==> src/rtl/rx_fifo_wr_ctrl.sv <==
// ============================================================================
// rx_fifo_wr_ctrl : packet write sequencer from rx MAC AXI-Stream into the
//                   rx async FIFO (commit / rewind / drop statistics).
// Revision 1.0 : initial release
// ============================================================================
`default_nettype none

module rx_fifo_wr_ctrl #(
  parameter int DATA_WIDTH    = 8,
  parameter int MAX_PKT_BEATS = 1518,
  parameter int CNT_WIDTH     = 16
) (
  input  logic                  clk,
  input  logic                  reset_n,
  input  logic [DATA_WIDTH-1:0] s_axis_tdata,
  input  logic                  s_axis_tvalid,
  input  logic                  s_axis_tlast,
  input  logic                  s_axis_tuser,
  input  logic                  fifo_full,
  input  logic                  fifo_almost_full,
  output logic                  fifo_write,
  output logic [DATA_WIDTH-1:0] fifo_wdata,
  output logic                  latch_addr,
  output logic                  drop_pckt,
  output logic [CNT_WIDTH-1:0]  good_cnt,
  output logic [CNT_WIDTH-1:0]  crc_drop_cnt,
  output logic [CNT_WIDTH-1:0]  ovf_drop_cnt,
  output logic [CNT_WIDTH-1:0]  size_drop_cnt
);

  localparam int                   BC_W        = $clog2(MAX_PKT_BEATS + 1);
  localparam logic [BC_W-1:0]      C_MAX_BEATS = BC_W'(MAX_PKT_BEATS);
  localparam logic [BC_W-1:0]      C_BC_ONE    = BC_W'(1);
  localparam logic [CNT_WIDTH-1:0] C_CNT_MAX   = '1;
  localparam logic [CNT_WIDTH-1:0] C_CNT_ONE   = CNT_WIDTH'(1);

  typedef enum logic [1:0] {
    S_IDLE    = 2'd0,
    S_WRITE   = 2'd1,
    S_DISCARD = 2'd2
  } state_t;

  state_t          r_state, w_state_nxt;
  logic [BC_W-1:0] r_beat_cnt, w_beat_cnt_nxt;
  logic            w_write, w_latch, w_drop;
  logic            w_inc_good, w_inc_crc, w_inc_ovf, w_inc_size;
  logic [CNT_WIDTH-1:0] r_good_cnt, r_crc_cnt, r_ovf_cnt, r_size_cnt;

  always_ff @(posedge clk) begin
    if (!reset_n) begin
      r_state    <= S_IDLE;
      r_beat_cnt <= '0;
    end else begin
      r_state    <= w_state_nxt;
      r_beat_cnt <= w_beat_cnt_nxt;
    end
  end

  always_comb begin
    w_state_nxt    = r_state;
    w_beat_cnt_nxt = r_beat_cnt;
    w_write        = 1'b0;
    w_latch        = 1'b0;
    w_drop         = 1'b0;
    w_inc_good     = 1'b0;
    w_inc_crc      = 1'b0;
    w_inc_ovf      = 1'b0;
    w_inc_size     = 1'b0;
    if (s_axis_tvalid) begin
      case (r_state)
        S_IDLE: begin
          // Nothing of this frame is in the FIFO yet, so an overflow needs no rewind
          if (fifo_almost_full) begin
            w_inc_ovf   = 1'b1;
            w_state_nxt = s_axis_tlast ? S_IDLE : S_DISCARD;
          end else if (s_axis_tuser) begin
            w_drop      = 1'b1;
            w_inc_crc   = 1'b1;
            w_state_nxt = s_axis_tlast ? S_IDLE : S_DISCARD;
          end else if (s_axis_tlast) begin
            w_write     = 1'b1;
            w_latch     = 1'b1;
            w_inc_good  = 1'b1;
          end else begin
            w_write        = 1'b1;
            w_beat_cnt_nxt = C_BC_ONE;
            w_state_nxt    = S_WRITE;
          end
        end
        S_WRITE: begin
          if (fifo_full || (r_beat_cnt == C_MAX_BEATS) || s_axis_tuser) begin
            w_drop      = 1'b1;
            w_inc_ovf   = fifo_full;
            w_inc_size  = !fifo_full && (r_beat_cnt == C_MAX_BEATS);
            w_inc_crc   = !fifo_full && (r_beat_cnt != C_MAX_BEATS);
            w_state_nxt = s_axis_tlast ? S_IDLE : S_DISCARD;
          end else if (s_axis_tlast) begin
            w_write     = 1'b1;
            w_latch     = 1'b1;
            w_inc_good  = 1'b1;
            w_state_nxt = S_IDLE;
          end else begin
            w_write        = 1'b1;
            w_beat_cnt_nxt = r_beat_cnt + C_BC_ONE;
          end
        end
        S_DISCARD: begin
          if (s_axis_tlast) w_state_nxt = S_IDLE;
        end
        default: w_state_nxt = S_IDLE;
      endcase
    end
    if (w_state_nxt == S_IDLE) w_beat_cnt_nxt = '0;
  end

  // Strobes are held low while in reset even if the MAC keeps streaming
  assign fifo_write = w_write & reset_n;
  assign latch_addr = w_latch & reset_n;
  assign drop_pckt  = w_drop  & reset_n;
  assign fifo_wdata = s_axis_tdata;

  always_ff @(posedge clk) begin
    if (!reset_n) begin
      r_good_cnt <= '0;
      r_crc_cnt  <= '0;
      r_ovf_cnt  <= '0;
      r_size_cnt <= '0;
    end else begin
      if (w_inc_good && (r_good_cnt != C_CNT_MAX)) r_good_cnt <= r_good_cnt + C_CNT_ONE;
      if (w_inc_crc  && (r_crc_cnt  != C_CNT_MAX)) r_crc_cnt  <= r_crc_cnt  + C_CNT_ONE;
      if (w_inc_ovf  && (r_ovf_cnt  != C_CNT_MAX)) r_ovf_cnt  <= r_ovf_cnt  + C_CNT_ONE;
      if (w_inc_size && (r_size_cnt != C_CNT_MAX)) r_size_cnt <= r_size_cnt + C_CNT_ONE;
    end
  end

  assign good_cnt      = r_good_cnt;
  assign crc_drop_cnt  = r_crc_cnt;
  assign ovf_drop_cnt  = r_ovf_cnt;
  assign size_drop_cnt = r_size_cnt;

endmodule

`default_nettype wire

==> config.mk <==
export PLATFORM = sky130hd
export DESIGN_NAME = rx_fifo_wr_ctrl
export DESIGN_NICKNAME = d
export VERILOG_FILES = /design/src/rtl/rx_fifo_wr_ctrl.sv
export SDC_FILE = /design/constraint.sdc
export NUM_CORES = 1
export LEC_CHECK = 0
export ABC_AREA = 1
export CAP_MARGIN = 10
export CELL_PAD_IN_SITES_DETAIL_PLACEMENT = 0
export CELL_PAD_IN_SITES_GLOBAL_PLACEMENT = 2
export CORE_AREA = 5 5 159 115
export DETAILED_ROUTE_END_ITERATION = 6
export DIE_AREA = 0 0 164 120
export MAX_ROUTING_LAYER = met4
export PLACE_DENSITY = 0.91
export SLEW_MARGIN = 20
export SYNTH_ARGS = -nofsm -noshare
export SYNTH_HDL_FRONTEND = slang
export SYNTH_SLANG_ARGS = --single-unit
export TNS_END_PERCENT = 20
==> constraint.sdc <==
create_clock -name clk -period 3 [get_ports clk]
set_input_delay 0.6 -clock clk [delete_from_list [all_inputs] [get_ports clk]]
set_output_delay 0.6 -clock clk [all_outputs]
set_load 0.02 [all_outputs]
[After elaboration in Yosys (flattened, before gate mapping)]
Index checks and enable logic that the tools add are counted.
Storage, ports and cells
  input bits: 15
  word-level logic and storage cells: 82
  register bits after elaboration: 77
  output and inout port bits: 75
Cells by class
  add/sub/neg operators: 5
  reduce and logical (&&, ||, !) cells: 14
  equal/unequal tests: 13
  multiplexer cells: 40
  bitwise logic cells: 4
Operators with widths (count)
  16-bit by 1-bit adder with 16-bit output, second input constant: 4
  16-bit inequality test, second input constant: 4
  11-bit two-way mux: 5
  11-bit one-hot mux with 2 select lines: 1
  1-bit two-way mux: 21
  2-bit two-way mux: 7
  11-bit by 1-bit adder with 11-bit output, second input constant: 1
  11-bit == test, second input constant: 1
  11-bit inequality test, second input constant: 1
  2-bit inequality test, second input constant: 5
  1-bit one-hot mux with 2 select lines: 5
  7-bit AND reduction: 1
  1-bit logical AND: 6
  2-bit one-hot mux with 3 select lines: 1
  2-bit logical NOT: 2
  1-bit AND: 3
  2-bit by 1-bit == test with 1-bit output, second input constant: 1
  2-bit == test, second input constant: 1
  1-bit logical OR: 2
  2-bit nonzero test: 1
  2-bit OR reduction: 1
  1-bit logical NOT: 1
  1-bit NOT: 1

[Depth between registers and ports, before layout]
  word-level depth: 8
  gate-level depth with buffers: 13
  mapped depth without buffers: 12

[Worst setup path after synthesis]
No wires, ideal clock.
  kind: input -> output
  from: in s_axis_tvalid
  to: out latch_addr
  slack: 0.711 ns
  arrival: 1.689 ns
  stages on the path: 7
  path buffers: 1
  required time: 2.400 ns
  path through: inv_2 -> nor2_1 -> inv_2 -> nor2_2 -> buf_2 -> nand2_1 -> nor2_1
On the way
  word-level cells in the longest chain between the ends: 2
RTL lines
  start: declaration: line 16  | input logic s_axis_tvalid,
  1-bit two-way mux: line 69  | if (s_axis_tvalid) begin
  1-bit AND: line 118  | assign latch_addr = w_latch & reset_n;
  end: declaration: line 23  | output logic latch_addr,
Every way passes these cells.

[Worst setup path in the final report]
  from: in s_axis_tuser
  to: out fifo_write
On the way
  word-level cells in the longest chain between the ends: 5
  elaborated cells between the ends (all ways): 7
  classes of those cells: mux: 5; bitwise: 1; reduce/logical: 1
RTL lines
  start: declaration: line 18  | input logic s_axis_tuser,
  1-bit two-way mux or 1-bit logical OR (tied branches): line 76, 91
  1-bit two-way mux, on equally long branches: line 73, 91
  1-bit one-hot mux with 2 select lines (*): line 70  | case (r_state)
  1-bit two-way mux (*): line 69
  1-bit AND (*): line 117  | assign fifo_write = w_write & reset_n;
  end: declaration: line 21  | output logic fifo_write,
Every way passes the cells marked *; elsewhere a longest branch is shown, timed or not.

==> flow_summary_export.csv <==
group,metric,value,unit
logic_synthesis,postSynthNetCount,771,
layout,final_core_utilization,36.6,%
sta,max_freq,0.391,GHz
clock_tree,cts.htree.levels,3,
placed_design,dp_hpwl,10300,µm
clock_tree,post_cts.repair.setup_buffers,0,
drt,total_drc_errors_in_the_routed_layout,0,
setup_path,startpoint_type,"input port",
clock_tree,clock_latency,0.34,ns
grt,grt.overflow.total,0,
sta,report.final.slew_viol_count,0,
logic_synthesis,avgSynthCellArea,6.48,µm²
sta,setup_repair_after_global_routing_missed_its_margin,"false",
layout,area.growth.synth_to_final,25.9,%
drt,drt-wirelength-per-cell,13.6,µm
logic_synthesis,synth.cell_area,0.00486,mm²
grt,grt_use_met2,19.4,%
logic_synthesis,synth.distinct_cells,35,
clock_tree,clockBufferDepth,2,
placed_design,portBuffers,73,
min_path,whs_path_depth,2,
outcome,outcome,"complete, no violations",
sta,slew_headroom,63.1,%
logic_synthesis,cells_after_synthesis,750,
min_path,min_path_type,"register to register",
clock_tree,tritoncts.num_buffers,9,
sta,setup_viol,0,
floorplanning,die-height,120,µm
grt,grt.met1_usage,23.4,%
grt,grt_util_all_layers,15.2,%
floorplanning,fp-row-count,40,
sta,tns,0,ns
drt,dr_iter_0_viols,241,
drt,dr.pass1.iters,4,
logic_synthesis,ys_dominant_reg_cell,"dfxtp_1",
grt,largest_net_degree_at_the_start_of_global_routing,36,
logic_synthesis,synth.yosys.seq_area_share,31.7,%
grt,groute.layer.met3.usage,4.02,%
layout,drive_above_1_share,7.53,%
sta,hold_viol,0,
logic_synthesis,ys_ff_latch,77,
layout,most-common-layout-cells,"192 x nand2_1, 89 x nor2_1, 80 x inv_1, 77 x dfxtp_1, 70 x clkdlybuf4s50_1",
drt,drt-total-wl,14300,µm
layout,final_design_area_no_fill,0.00611,mm²
sta,min_period,2.56,ns
floorplanning,floorplan.io_pins,90,
setup_path,crit_required,2.40,ns
layout,final_net_count,839,
logic_synthesis,synth_edf_count,0,
setup_path,critical_path.cell_chain,"clkdlybuf4s50_1 -> inv_1 -> nand4_1 -> nand2_2 -> nand2_1 -> nor2_1 -> dlymetal6s2s_1",
clock_tree,cts.reportedPaths.clkPinSlew,0.06,ns
grt,grt_antenna_before_repair,0,
layout,layout.cells.non_filler,1054,
clock_tree,tritoncts_num_sinks,77,
clock_tree,post_cts_resize_count,0,
flow_run,drv_cap,0,
grt,first_global_vias,4419,
sta,fin_hold_ws,0.500,ns
placed_design,place.gp.congestion,0.849,
clock_tree,tritoncts,"yes",
logic_synthesis,synth_async_sr_flop_share,0,%
power,power_dens_cells,378,mW/mm²
floorplanning,die_w,164,µm
floorplanning,floorplan.die_area,0.0197,mm²
setup_path,timing.setup.critical_path_class,"input port to output port",
logic_synthesis,yosys_warnings,0,
floorplanning,coreArea,0.0167,mm²
clock_tree,cts_root_buf,"clkbuf_16",
placed_design,dp_cells,1038,
setup_path,critical_path.endpoint_type,"output port",
grt,top_usage_layer,"met1",
drt,routed_via_density,4.59,
setup_path,reg2reg_depth,10,
setup_path,path_depth,7,
layout,layout_commonest_cell,"nand2_1",
layout,antenna_cells_inserted,0,
setup_path,crit_buf_inv,3,
drt,ant_nets,0,
setup_path,critical_path.max_stage_delay,0.49,ns
sta,final_min_period_over_clock_period,85.4,%
setup_path,cp_max_fo,5,
clock_tree,ctsHoldBuffers,0,
sta,finalClockSkew,0.00897,ns
power,leakagePower,2.11,nW
grt,grt_pass1_wl,23500,µm
setup_path,cp_top_family,"buffers and inverters",
setup_path,crit_path_top_delay_cell,"clkdlybuf4s50_1",
setup_path,worst-endpoint-arrival,1.96,ns
placed_design,postPlaceCellArea,0.00580,mm²
drt,detailroute.via_count,4837,
floorplanning,initial_utilization,29.1,%
power,worst_ir_drop_vdd,0.000253,V
sta,worst_pin_slew,0.549,ns
-- synth_stat cells (4+ instances only) --
cell	number	area, µm²
inv_1	80	300
nand2_1	192	721
nand2_2	9	56.3
nand4_1	44	275
ha_1	6	75.1
xor2_1	30	263
buf_4	13	97.6
o21ai_0	12	60.1
nor3_1	24	120
clkbuf_1	9	33.8
xnor2_1	13	114
nor2_1	89	334
nor2_2	5	31.3
inv_2	5	18.8
buf_2	4	20.0
a21oi_1	54	270
dfxtp_1	77	1540
nand3_1	57	285
-- through the flow --
step           worst slack, ns  power, mW
5_1_grt                  0.278       2.41
4_1_cts                 0.0294       2.36
6_report                 0.439       2.31
2_1_floorplan            0.711       1.16
3_5_place_dp            0.0370       1.20
3_3_place_gp            0.0406       1.20
-- logic make-up (layout without fill, tap and decap cells) --
kind of cell               Yosys count  in the layout  share of synthesized area, %
AOI/OAI and AO/OA                   72             72                          7.73
and+or+nand+nor                    435            435                          40.6
DFF                                 77             77                          31.7
xor gates and xnor gates            43             43                          7.75
buffers and inverters              117            190                          10.6
adders and majority gates            6              6                          1.55
-- worst reg2reg max path: stages, from the launching register on --
cell and delay [ns]:
dfxtp_1 0.43, ha_1 0.23, nand2_1 0.11, nor2_4 0.23, nand2_2 0.09, nor2_1 0.12, nand2_2 0.22, nand3_2 0.36
nand2_1 0.09, nand2_1 0.07, nor2_1 0.04
-- state kept, by name, indices dropped and copies added, names as in the netlist --
register	cells
good_cnt	16
ovf_drop_cnt	16
size_drop_cnt	16
r_state	2
crc_drop_cnt	16
r_beat_cnt	11
-- worst paths after layout --
path	from	end	slack, ns
setup / recovery	s_axis_tuser	fifo_write	0.44
setup reg to reg	crc_drop_cnt[1]	crc_drop_cnt[0]	0.91
hold reg to reg	good_cnt[8]	good_cnt[8]	0.50
hold / removal	good_cnt[8]	good_cnt[8]	0.50
-- area by class of cell --
class | instances | area [µm²]
clock buffers | 11 | 253
well taps | 231 | 289
repair buffers | 88 | 851
fillers | 1866 | 10600
clock inverters | 5 | 56.3
flip-flops and latches | 77 | 1540
inverters | 86 | 323
multi-input cells | 556 | 2800
-- power breakdown --
| group | switching (mW) | internal (mW) |
|---|---|---|
| registers | 0.00740 | 1.03 |
| logic | 0.0970 | 0.0436 |
| clock network | 0.447 | 0.690 |
| total | 0.551 | 1.76 |
-- layer usage --
metal  vias up  part of all wire, %
li1       2565                    -
met1      2170                   55
met2        94                   39
met3         8                  5.3
met4         0                 0.67
met5         -                    0
No activity file was read; power rests on OpenSTA's default activity.
